$ cat config.mk
export PLATFORM = sky130hd
export DESIGN_NAME = regfile_dump
export DESIGN_NICKNAME = d
export VERILOG_FILES = /design/src/rtl/regfile_dump.sv
export SDC_FILE = /design/constraint.sdc
export NUM_CORES = 1
export LEC_CHECK = 0
export ABC_CLOCK_PERIOD_IN_PS = 3300
export CAP_MARGIN = 15
export CORE_ASPECT_RATIO = 1.1
export CORE_MARGIN = 5
export CORE_UTILIZATION = 43
export CTS_CLUSTER_DIAMETER = 80
export DETAILED_ROUTE_END_ITERATION = 10
export GPL_TIMING_DRIVEN = 0
export MAX_ROUTING_LAYER = met4
export PLACE_DENSITY_LB_ADDON = 0.12
export SLEW_MARGIN = 15
export SYNTH_ARGS = -nofsm -noshare
export SYNTH_HDL_FRONTEND = slang
export SYNTH_SLANG_ARGS = --single-unit
$ cat constraint.sdc
create_clock -name clk -period 3.3 [get_ports clk]
set_clock_uncertainty 0.2 [all_clocks]
set_input_delay 0.33 -clock clk [delete_from_list [all_inputs] [get_ports clk]]
set_output_delay 0.33 -clock clk [all_outputs]
set_load 0.005 [all_outputs]
$ cat src/rtl/regfile_dump.sv
// regfile_dump: walks a register-file address range and streams each value out over valid/ready
module regfile_dump #(
    parameter int ADDR_W = 5,
    parameter int DATA_W = 32
) (
    input  logic              clk,
    input  logic              reset,
    input  logic              start,
    input  logic [ADDR_W-1:0] first_addr,
    input  logic [ADDR_W-1:0] last_addr,
    input  logic              abort,
    output logic [ADDR_W-1:0] ra,
    input  logic [DATA_W-1:0] rd,
    output logic              out_valid,
    input  logic              out_ready,
    output logic [DATA_W-1:0] out_data,
    output logic [ADDR_W-1:0] out_addr,
    output logic              out_last,
    output logic              busy,
    output logic              done
);
    typedef enum logic [1:0] {IDLE, READ, SEND} state_t;
    state_t state, state_n;
    logic [ADDR_W-1:0] cur, end_addr;
    // the read port is combinational, so ra simply tracks cur and holds it while idle
    assign ra = cur;
    assign busy = state != IDLE;
    // next-state selection; abort wins everywhere outside IDLE and blocks start inside it
    always_comb begin
        state_n = state;
        case (state)
            IDLE:    state_n = (start && !abort) ? READ : IDLE;
            READ:    state_n = abort ? IDLE : SEND;
            SEND:    state_n = abort ? IDLE : !out_ready ? SEND : out_last ? IDLE : READ;
            default: state_n = IDLE;
        endcase
    end
    // state register
    always_ff @(posedge clk) begin
        if (reset) state <= IDLE;
        else state <= state_n;
    end
    // range latch, snapshot capture and beat retirement
    always_ff @(posedge clk) begin
        if (reset) begin
            cur       <= '0;
            end_addr  <= '0;
            out_valid <= 1'b0;
            out_data  <= '0;
            out_addr  <= '0;
            out_last  <= 1'b0;
            done      <= 1'b0;
        end else begin
            done <= 1'b0;
            if (state == IDLE && start && !abort) begin
                cur      <= first_addr;
                end_addr <= last_addr;
            end
            if (state == READ && !abort) begin
                out_data  <= rd;
                out_addr  <= cur;
                out_last  <= cur == end_addr;
                out_valid <= 1'b1;
            end
            if (state == SEND && (abort || out_ready)) out_valid <= 1'b0;
            if (state == SEND && !abort && out_ready) begin
                if (out_last) done <= 1'b1;
                else cur <= cur + 1'b1;
            end
        end
    end
endmodule
==> impl_metrics.json <==
{
  "gp_congestion": 0.833,
  "relSlewSlack_pct": 67.6,
  "drtPass1Iterations": 4,
  "synth_ff_type": "dfxtp_1",
  "critPathMostFrequentCell": "or2_2",
  "dieWidth_um": 74.5,
  "crit_arrival_ns": 1.97,
  "min_path_type": "input port to register",
  "path_class": "input port to register",
  "layout.cells.non_filler": 398,
  "tritoncts": "done",
  "start_util_pct": 45.0,
  "cts_sinks": 52,
  "io_buffer_count": 91,
  "cts_root_buffer": "clkbuf_8",
  "synth_edf_count": 0,
  "netlist-cell-type-count": 30,
  "endpoint_kind": "register",
  "clkTransAtPathRegs_ns": 0.09,
  "drt-initial-drc-count": 103,
  "finalCritPeriodShare_pct": 60.4,
  "drv_cap": 0,
  "worstSetupStartpointType": "input port",
  "hold_viol": 0,
  "ir_drop_mv": 0.217,
  "synthArstFlopShare_pct": 0,
  "hpwlAfterDp_mm": 3.93,
  "yosysWarnings": 0,
  "first_global_vias": 1827,
  "netlist.area_leader.share_pct": 52.8,
  "slew_viol_final": 0,
  "via_per_inst": 4.89,
  "clock_latency_ns": 0.30,
  "antenna_found_initial": 0,
  "fmax_ghz": 0.502,
  "cts.htree.levels": 2,
  "met1_usage_pct": 23.1,
  "p_leak_nw": 1.05,
  "grtUsageTotal_pct": 18.3,
  "sequentialPowerShare_pct": 55.9,
  "busiest_layer": "met2",
  "slowest_stage": "clkdlybuf4s50_1",
  "comb_power_share_pct": 12.4,
  "gr-total-overflow": 0,
  "die_h_um": 81,
  "p_switching_mw": 0.273,
  "max_stage_delay_ns": 0.53,
  "hold_buffers": 0,
  "setup_viol": 0,
  "status": "completed",
  "critPathRequiredTime_ns": 3.28,
  "syn_nets": 293,
  "path_max_fanout": 8,
  "synth_top_cell_by_area": "dfxtp_1",
  "synth_seq_cells": 52,
  "grt_max_degree": 16,
  "place_inst": 390,
  "grt_use_met2_pct": 29.0,
  "sw_frac_of_total_pct": 23.2,
  "ctsLongestPathBuffers": 2,
  "seq_area_frac_synth_pct": 52.8,
  "grt_use_met3_pct": 2.85,
  "yosys-top-cells-count": "nand2_1 (86), dfxtp_1 (52), a21oi_1 (50)",
  "setup_tns_ns": 0,
  "total_power_mw": 1.18,
  "antenna_cells": 0,
  "numCtsBuffers": 5,
  "rows": 25,
  "final_nets": 391,
  "cp_cell_sequence": "clkdlybuf4s50_1 -> or2_2 -> or2_2 -> clkbuf_1 -> a31oi_1 -> a21oi_1",
  "pwr_density_cell_mw_per_mm2": 387,
  "dieArea_mm2": 0.00604,
  "pwr-share-clk_pct": 31.7,
  "syn_area_mm2": 0.00197,
  "ctsResizeCount": 0,
  "tightest_slew_ns": 0.486,
  "p_int_mw": 0.903,
  "ioPinCount": 93,
  "yosysMostFrequentCell": "nand2_1",
  "drive_above_1_share_pct": 5.52,
  "fin_crit_ns": 1.99,
  "cts_setup_buffers": 0,
  "core_mm2": 0.00438,
  "syn_inst": 245,
  "rsz0062_at_grt": "no",
  "drcViolationCount": 0,
  "ant_nets": 0,
  "areaGrowthSynthToFinish_pct": 54.3,
  "grt_pass1_wl_mm": 8.37,
  "syn_avg_cell_area_um2": 8.04,
  "wire_per_inst_um": 13.2,
  "wirelength_mm": 5.24,
  "vias": 1945,
  "synthTopCellsByArea": "dfxtp_1 (53%), nand2_1 (16%), a21oi_1 (13%)"
}
flip-flops by register name, summed over array words and instances (netlist names):
| register | count |
|---|---|
| out_valid | 1 |
| state | 2 |
| done | 1 |
| end_addr | 5 |
| ra | 5 |
| out_addr | 5 |
| out_data | 32 |
| out_last | 1 |
routing by layer:
metal	part of all wire [%]	wire length, um
met5	0	0
met4	1.8	92
met3	6.8	356
met2	47	2470
met1	44	2330
path summary, 6_finish.rpt:
path,start,to,slack (ns),depth (start not counted)
worst min register to register,out_data[16]$_SDFFE_PP0P_,out_data[16]$_SDFFE_PP0P_,0.26,2
worst min-delay path,reset,state[0]$_SDFF_PP0_,0.23,2
worst max register to register,state[1]$_SDFF_PP0_,ra[4]$_SDFF_PP0_,1.55,5
worst max-delay path,abort,ra[4]$_SDFF_PP0_,1.31,6
cells by family (layout without fill, tap and decap cells):
group	after synthesis	count (layout)	synth area share, %
buffers and inverters	18	117	4.25
adders and majority gates	1	1	0.635
DFF	52	52	52.8
xor gates and xnor gates	5	5	2.22
and+or+nand+nor	109	109	23.3
AOI/OAI and AO/OA	60	60	16.8
through the flow:
| step | setup slack [ns] | utilization, % | hold slack (ns) | area [um2] |
|---|---|---|---|---|
| after detailed placement | 1.00 | 67.3 | 0.246 | 2950 |
| after CTS | 1.32 | 69.5 | 0.253 | 3040 |
| final | 1.31 | 69.5 | 0.226 | 3040 |
| after global routing | 1.25 | 69.5 | 0.237 | 3040 |
| after global placement | 1.04 | 67.3 | 0.241 | 2950 |
| after floorplan | 1.66 | - | 0.207 | 1970 |
placed cells by master (no fill, tap or decap), drive strengths merged, types with 2 or more instances in the layout:
master         instances
xor2                   3
nor2                   4
buf                    8
a32oi                  3
nand2b                 2
nor3                   2
clkinv                 2
clkbuf                15
a31oi                  2
xnor2                  2
or2                    4
a21oi                 50
nor4                   2
nand3                  3
clkdlybuf4s50         91
nand2                 86
dfxtp                 52
power by group through the flow:
stage / Clock, mW / Sequential (mW) / Combinational, mW
after global routing: 0.412 / 0.660 / 0.160
after detailed placement: 0 / 0.672 / 0.147
after CTS: 0.382 / 0.657 / 0.148
after floorplan: 0 / 0.671 / 0.0514
final: 0.373 / 0.657 / 0.146
after global placement: 0 / 0.672 / 0.145
layout make-up:
type,count,area (um2)
well taps,54,67.6
plain buffers,17,80.1
clock inverters,2,10.0
repair buffers,91,911
clock buffers,6,82.6
multi-input cells,175,846
fillers,394,1340
inverters,1,3.75
flip-flops and latches,52,1040
critical path, delay by kind of cell:
kind | cells | cell delay [ns]
buffers and inverters | 2 | 0.70
and+or+nand+nor | 2 | 0.65
AOI/OAI and AO/OA | 2 | 0.29
No activity file was read; power rests on OpenSTA's default activity.
